### src/rtl/hazard_ctrl_if.sv
// Hazard-controller bundle: datapath hazard inputs and the pipeline sequencing outputs.
// The datapath drives through master; the controller attaches through slave.
interface hazard_ctrl_if #(
  parameter int CNT_W = 16
);
  logic             IdValid;
  logic [4:0]       IdRs;
  logic [4:0]       IdRt;
  logic             IdUsesRt;
  logic             ExMRead;
  logic [4:0]       ExRt;
  logic             MemBranchTaken;
  logic             MemBusy;
  logic             CntClr;
  logic             PCWrite;
  logic             IFIDWrite;
  logic             IDEXBubble;
  logic             IFIDFlush;
  logic             IDEXFlush;
  logic             EXMEMFlush;
  logic             Frozen;
  logic [CNT_W-1:0] StallCnt;
  logic [CNT_W-1:0] FlushCnt;

  modport master (
    output IdValid, IdRs, IdRt, IdUsesRt, ExMRead, ExRt, MemBranchTaken, MemBusy, CntClr,
    input  PCWrite, IFIDWrite, IDEXBubble, IFIDFlush, IDEXFlush, EXMEMFlush, Frozen,
    input  StallCnt, FlushCnt
  );

  modport slave (
    input  IdValid, IdRs, IdRt, IdUsesRt, ExMRead, ExRt, MemBranchTaken, MemBusy, CntClr,
    output PCWrite, IFIDWrite, IDEXBubble, IFIDFlush, IDEXFlush, EXMEMFlush, Frozen,
    output StallCnt, FlushCnt
  );
endinterface

### src/rtl/hazard_ctrl.sv
// Five-stage MIPS hazard controller: load-use bubbles, taken-branch flushes,
// memory-busy freeze, plus saturating stall/flush event counters.
module hazard_ctrl #(
  parameter int LU_STALL = 1,
  parameter int CNT_W    = 16
) (
  input logic          clk,
  input logic          rst_n,
  hazard_ctrl_if.slave hz
);

  typedef enum logic [1:0] {RUN, LDSTALL, FREEZE} state_t;

  state_t           state_q, state_d;
  logic [1:0]       lu_left_q, lu_left_d;
  logic             br_pend_q, br_pend_d;
  logic [CNT_W-1:0] stall_cnt_q, stall_cnt_d;
  logic [CNT_W-1:0] flush_cnt_q, flush_cnt_d;

  logic lu;
  logic pc_wr, ifid_wr, bubble, flush, frozen;

  function automatic logic [CNT_W-1:0] sat_inc(input logic [CNT_W-1:0] v);
    return (&v) ? v : v + CNT_W'(1);
  endfunction

  assign lu = hz.ExMRead && (hz.ExRt != 5'd0) && hz.IdValid &&
              ((hz.ExRt == hz.IdRs) || (hz.IdUsesRt && (hz.ExRt == hz.IdRt)));

  always_comb begin
    state_d   = state_q;
    lu_left_d = lu_left_q;
    br_pend_d = br_pend_q;
    pc_wr     = 1'b0;
    ifid_wr   = 1'b0;
    bubble    = 1'b0;
    flush     = 1'b0;
    frozen    = 1'b0;

    if (hz.MemBusy) begin
      frozen  = 1'b1;
      state_d = FREEZE;
      if (hz.MemBranchTaken) br_pend_d = 1'b1;
    end else if (hz.MemBranchTaken || br_pend_q) begin
      // Wrong-path work, including any unfinished load-use stall, is dropped here.
      flush     = 1'b1;
      pc_wr     = 1'b1;
      ifid_wr   = 1'b1;
      br_pend_d = 1'b0;
      lu_left_d = 2'd0;
      state_d   = RUN;
    end else if (state_q != RUN && lu_left_q != 2'd0) begin
      // Covers both LDSTALL and a freeze that interrupted one.
      bubble    = 1'b1;
      lu_left_d = lu_left_q - 2'd1;
      state_d   = (lu_left_q == 2'd1) ? RUN : LDSTALL;
    end else if (lu) begin
      bubble = 1'b1;
      if (LU_STALL > 1) begin
        lu_left_d = 2'(LU_STALL - 1);
        state_d   = LDSTALL;
      end else begin
        state_d = RUN;
      end
    end else begin
      pc_wr   = 1'b1;
      ifid_wr = 1'b1;
      state_d = RUN;
    end

    stall_cnt_d = hz.CntClr ? '0 : (bubble ? sat_inc(stall_cnt_q) : stall_cnt_q);
    flush_cnt_d = hz.CntClr ? '0 : (flush  ? sat_inc(flush_cnt_q) : flush_cnt_q);
  end

  always_ff @(posedge clk or negedge rst_n) begin
    if (!rst_n) begin
      state_q     <= RUN;
      lu_left_q   <= 2'd0;
      br_pend_q   <= 1'b0;
      stall_cnt_q <= '0;
      flush_cnt_q <= '0;
    end else begin
      state_q     <= state_d;
      lu_left_q   <= lu_left_d;
      br_pend_q   <= br_pend_d;
      stall_cnt_q <= stall_cnt_d;
      flush_cnt_q <= flush_cnt_d;
    end
  end

  // All strobes are held low for as long as reset is asserted.
  assign hz.PCWrite    = rst_n & pc_wr;
  assign hz.IFIDWrite  = rst_n & ifid_wr;
  assign hz.IDEXBubble = rst_n & bubble;
  assign hz.IFIDFlush  = rst_n & flush;
  assign hz.IDEXFlush  = rst_n & flush;
  assign hz.EXMEMFlush = rst_n & flush;
  assign hz.Frozen     = rst_n & frozen;
  assign hz.StallCnt   = stall_cnt_q;
  assign hz.FlushCnt   = flush_cnt_q;

endmodule

### src/flat_wrapper.sv
// flat-port wrapper written by rule: the top's interface ports become plain ports
module hazard_ctrl_flat 
#(
  parameter int LU_STALL = 1,
  parameter int CNT_W    = 16
)
  (clk, rst_n, hz_IdValid, hz_IdRs, hz_IdRt, hz_IdUsesRt, hz_ExMRead, hz_ExRt, hz_MemBranchTaken, hz_MemBusy, hz_CntClr, hz_PCWrite, hz_IFIDWrite, hz_IDEXBubble, hz_IFIDFlush, hz_IDEXFlush, hz_EXMEMFlush, hz_Frozen, hz_StallCnt, hz_FlushCnt);
  hazard_ctrl_if #(.CNT_W(CNT_W)) hz_i ();
  input logic clk;
  input logic rst_n;
  input wire logic [$bits(hz_i.IdValid)-1:0] hz_IdValid;
  input wire logic [$bits(hz_i.IdRs)-1:0] hz_IdRs;
  input wire logic [$bits(hz_i.IdRt)-1:0] hz_IdRt;
  input wire logic [$bits(hz_i.IdUsesRt)-1:0] hz_IdUsesRt;
  input wire logic [$bits(hz_i.ExMRead)-1:0] hz_ExMRead;
  input wire logic [$bits(hz_i.ExRt)-1:0] hz_ExRt;
  input wire logic [$bits(hz_i.MemBranchTaken)-1:0] hz_MemBranchTaken;
  input wire logic [$bits(hz_i.MemBusy)-1:0] hz_MemBusy;
  input wire logic [$bits(hz_i.CntClr)-1:0] hz_CntClr;
  output wire logic [$bits(hz_i.PCWrite)-1:0] hz_PCWrite;
  output wire logic [$bits(hz_i.IFIDWrite)-1:0] hz_IFIDWrite;
  output wire logic [$bits(hz_i.IDEXBubble)-1:0] hz_IDEXBubble;
  output wire logic [$bits(hz_i.IFIDFlush)-1:0] hz_IFIDFlush;
  output wire logic [$bits(hz_i.IDEXFlush)-1:0] hz_IDEXFlush;
  output wire logic [$bits(hz_i.EXMEMFlush)-1:0] hz_EXMEMFlush;
  output wire logic [$bits(hz_i.Frozen)-1:0] hz_Frozen;
  output wire logic [$bits(hz_i.StallCnt)-1:0] hz_StallCnt;
  output wire logic [$bits(hz_i.FlushCnt)-1:0] hz_FlushCnt;
  assign hz_i.IdValid = hz_IdValid;
  assign hz_i.IdRs = hz_IdRs;
  assign hz_i.IdRt = hz_IdRt;
  assign hz_i.IdUsesRt = hz_IdUsesRt;
  assign hz_i.ExMRead = hz_ExMRead;
  assign hz_i.ExRt = hz_ExRt;
  assign hz_i.MemBranchTaken = hz_MemBranchTaken;
  assign hz_i.MemBusy = hz_MemBusy;
  assign hz_i.CntClr = hz_CntClr;
  assign hz_PCWrite = hz_i.PCWrite;
  assign hz_IFIDWrite = hz_i.IFIDWrite;
  assign hz_IDEXBubble = hz_i.IDEXBubble;
  assign hz_IFIDFlush = hz_i.IFIDFlush;
  assign hz_IDEXFlush = hz_i.IDEXFlush;
  assign hz_EXMEMFlush = hz_i.EXMEMFlush;
  assign hz_Frozen = hz_i.Frozen;
  assign hz_StallCnt = hz_i.StallCnt;
  assign hz_FlushCnt = hz_i.FlushCnt;
  hazard_ctrl #(.LU_STALL(LU_STALL), .CNT_W(CNT_W)) u_core (.clk(clk), .rst_n(rst_n), .hz(hz_i));
endmodule
### config.mk
export PLATFORM = sky130hd
export DESIGN_NAME = hazard_ctrl_flat
export DESIGN_NICKNAME = d
export VERILOG_FILES = /design/src/rtl/hazard_ctrl_if.sv /design/src/rtl/hazard_ctrl.sv /design/src/flat_wrapper.sv
export SDC_FILE = /design/constraint.sdc
export NUM_CORES = 1
export LEC_CHECK = 0
export ABC_CLOCK_PERIOD_IN_PS = 5650
export CAP_MARGIN = 20
export CORE_ASPECT_RATIO = 1.2
export CORE_MARGIN = 2
export CORE_UTILIZATION = 51
export DETAILED_ROUTE_END_ITERATION = 6
export GPL_TIMING_DRIVEN = 0
export PLACE_DENSITY = 0.85
export SYNTH_ARGS = -nofsm -noshare
export SYNTH_HDL_FRONTEND = slang
export SYNTH_SLANG_ARGS = --single-unit
### constraint.sdc
create_clock -name clk -period 5.65 [get_ports clk]
set_input_delay 0.8475 -clock clk [delete_from_list [all_inputs] [get_ports clk]]
set_output_delay 0.8475 -clock clk [all_outputs]
set_load 0.02 [all_outputs]
==> summary.txt <==
Synth
  – Cell Area, Synth: 2150 um^2
  – Post-synth EDFFs: 0
  – Top_reg_cell synth: dfrtp_1
  – Syn Nets: 258
  – Synth Instances: 231
  – FF+latch count, synth: 37
  – Post-synthesis sequential area ratio: 43.1%
  – Cell variety after synth: 42
  – Synthesis Warnings: 0
  – Fraction of registers with async set/reset: 100%
  – Syn_area_per_cell: 9.31 um^2

Worst setup path
  – Worst Path Arrival: 3.21 ns
  – Critical-path top delay cell: clkdlybuf4s50_1
  – R2R depth: 7
  – Startpoint types: input pin
  – Worst reg2reg endpoint: u_core.hz.StallCnt[11]
  – Worst endpoint required time: 4.80 ns
  – Crit-path max cell delay: 0.59 ns
  – Crit path max fanout: 3
  – Critical Path End Type: output pin
  – Most used cell, CP: clkdlybuf4s50_1
  – Crit path cell chain: clkdlybuf4s50_1, or4_1, o211ai_2, o21ai_0, a21oi_1, buf_4, clkdlybuf4s50_1
  – R2R Path Start: u_core.lu_left_q[0]
  – Critical path class: input pin to output pin
  – FF-to-FF setup slack: 3.39 ns
  – Worst Path Buf+Inv: 3
  – Delay-heaviest family, CP: buffers and inverters

Global route
  – Vias in the first global route: 1822
  – Initial antenna violation count: 0
  – Total Routing Usage GR: 22.4%
  – First-pass GRT wire length: 8.48 mm
  – Overflow left after global routing: 0
  – Largest net degree at the start of global routing: 40

Timing
  – Max Fclk: 247 MHz
  – Worst-Margin Slew: 0.840 ns
  – Slew Limit Fails: 0
  – Post-layout min period: 4.06 ns
  – Period utilization: 71.8%
  – Slew HR: 44.0%
  – Hold Fails Final Rpt: 0
  – Setup TNS: 0 ns
  – Unrepaired setup endpoints after global routing: false
  – Final setup violation count: 0
  – Worst Skew: 0.00614 ns

Route
  – Via density: 5.48
  – Via count: 1936
  – Iter 0 DRT Violations: 66
  – Per-cell routed wire length: 14.2 um
  – Final WL: 5.01 mm
  – Residual DRC count: 0
  – First-pass detailed-route iteration total: 4
  – Antenna-violating nets left: 0

Die
  – Core Box Area: 4000 um^2
  – Starting Density: 53.7%
  – I/O pins: 62
  – DIE WIDTH: 63.3 um
  – Die area: 4750 um^2
  – Die H: 75.1 um
  – Site Rows: 25

Layout
  – Share of layout cells above drive strength 1: 5.69%
  – Area growth syn-to-layout: 34.6%
  – Commonest non-fill, non-tap cell in the layout: clkdlybuf4s50_1
  – Antenna Diode Count: 0
  – Final net count: 325
  – Finished Cell Area: 2890 um^2
  – Most frequent cells in the layout: 59 x clkdlybuf4s50_1, 37 x dfrtp_1, 32 x nor2_1

Pwr
  – Final Total Pwr: 508 uW
  – Static leakage: 1.15 nW
  – Max VDD drop: 0.000130 V
  – Pwr dens: 176 nW/um^2

Clocking
  – Clock slew at reported path FFs: 0.07 ns
  – TritonCTS clock tree: yes
  – PostCTS Resize Cnt: 0
  – Root buf cell: clkbuf_8
  – Total setup buffers inserted after CTS: 0
  – Clock Latency Late Sink: 0.29 ns
  – CTS Buf Count: 5
  – # H-tree levels: 2
  – Max Buffers Root-to-Sink: 2
  – CTS Sinks: 37
  – Hold_buf cts: 0

Flow run
  – MaxCap Viol Count: 0

Worst hold path
  – Hold Crit Start: u_core.lu_left_q[0]
  – Hold Path Cell Cnt: 1
  – Hold Path End: u_core.lu_left_q[0]
  – Hold crit path type: register to register

Outcome
  – Status: finished clean

Placed design
  – HPWL Detailed: 3.64 mm
  – Routability Congestion: 0.795
  – Port buffer count: 60
  – Placed Area: 2810 um^2
-- synth_stat cells (all sizes together), types with 5 or more instances --
master | number | area [um^2]
nand2 | 16 | 67.6
nor2 | 32 | 120
xor2 | 7 | 61.3
dfrtp | 37 | 926
xnor2 | 19 | 166
or3 | 9 | 56.3
nand4 | 7 | 43.8
nor3 | 8 | 40.0
clkbuf | 5 | 18.8
o21ai | 9 | 45.0
a21oi | 11 | 55.1
and3 | 9 | 61.3
nand3 | 13 | 65.1
nor2b | 6 | 37.5
-- through the flow --
stage               worst slack, ns  hold WS, ns  util (%)  instances
floorplan                      2.42        0.478         -        231
global placement               1.03        0.492      70.4        345
detailed placement             1.57        0.503      70.3        345
CTS                            1.56        0.512      72.3        353
global route                   1.47        0.532      72.3        353
finish                         1.59        0.508      72.3        353
-- layer usage --
layer  vias up  track usage (%)  part of all wire, %
li1        945                -                    -
met1       911             27.6                   43
met2        72             37.8                   48
met3         8             6.13                  7.2
met4         0             9.18                  1.4
met5         -                0                    0
-- power by group --
part,total (mW),internal [mW],switching (mW)
registers,0.269,0.267,0.00208
clock network,0.178,0.0877,0.0901
logic,0.0615,0.0306,0.0309
total,0.508,0.385,0.123
-- worst register-to-register path: stages (launching register included) --
cell and delay, ns:
dfrtp_1 0.38, inv_1 0.06, ha_1 0.18, o21bai_1 0.25
a221oi_4 0.50, nand2_4 0.13, nor4_1 0.30, mux2_1 0.35
-- cells by family after synthesis --
logic type / after synthesis / synth area share [%]
AO/OA/AOI/OAI: 30 / 9.66
XOR/XNOR: 26 / 10.6
adder cells (fa/ha/maj): 4 / 2.33
buffers and inverters: 12 / 2.97
flip-flops: 37 / 43.1
multiplexers: 6 / 2.97
AND/OR/NAND/NOR: 116 / 28.4
-- layout make-up --
cell class,instances,area [um^2]
Buffer,9,52.6
Clock buffer,8,80.1
Fill cell,336,1110
Inverter,3,11.3
Multi-Input combinational cell,182,1160
Sequential cell,37,926
Tap cell,54,67.6
Timing Repair Buffer,60,596
-- state kept, by name, summed over array words and instances, names as in the netlist --
name                count
u_core.state_q          2
u_core.br_pend_q        1
u_core.lu_left_q        2
u_core.hz.FlushCnt     16
u_core.hz.StallCnt     16
-- worst max-delay path by stage --
stage / start / endpoint / slack [ns] / cells past startpoint
after floorplan: hz_ExRt[0] / hz_PCWrite / 2.42 / 5
after CTS: hz_ExRt[0] / hz_PCWrite / 1.56 / 7
after global placement: rst_n / hz_IFIDFlush / 1.03 / 5
after global routing: hz_ExRt[0] / hz_PCWrite / 1.47 / 7
after detailed placement: hz_ExRt[0] / hz_PCWrite / 1.57 / 7
final: hz_ExRt[0] / hz_PCWrite / 1.59 / 7
(Power assumes the default switching activity.)
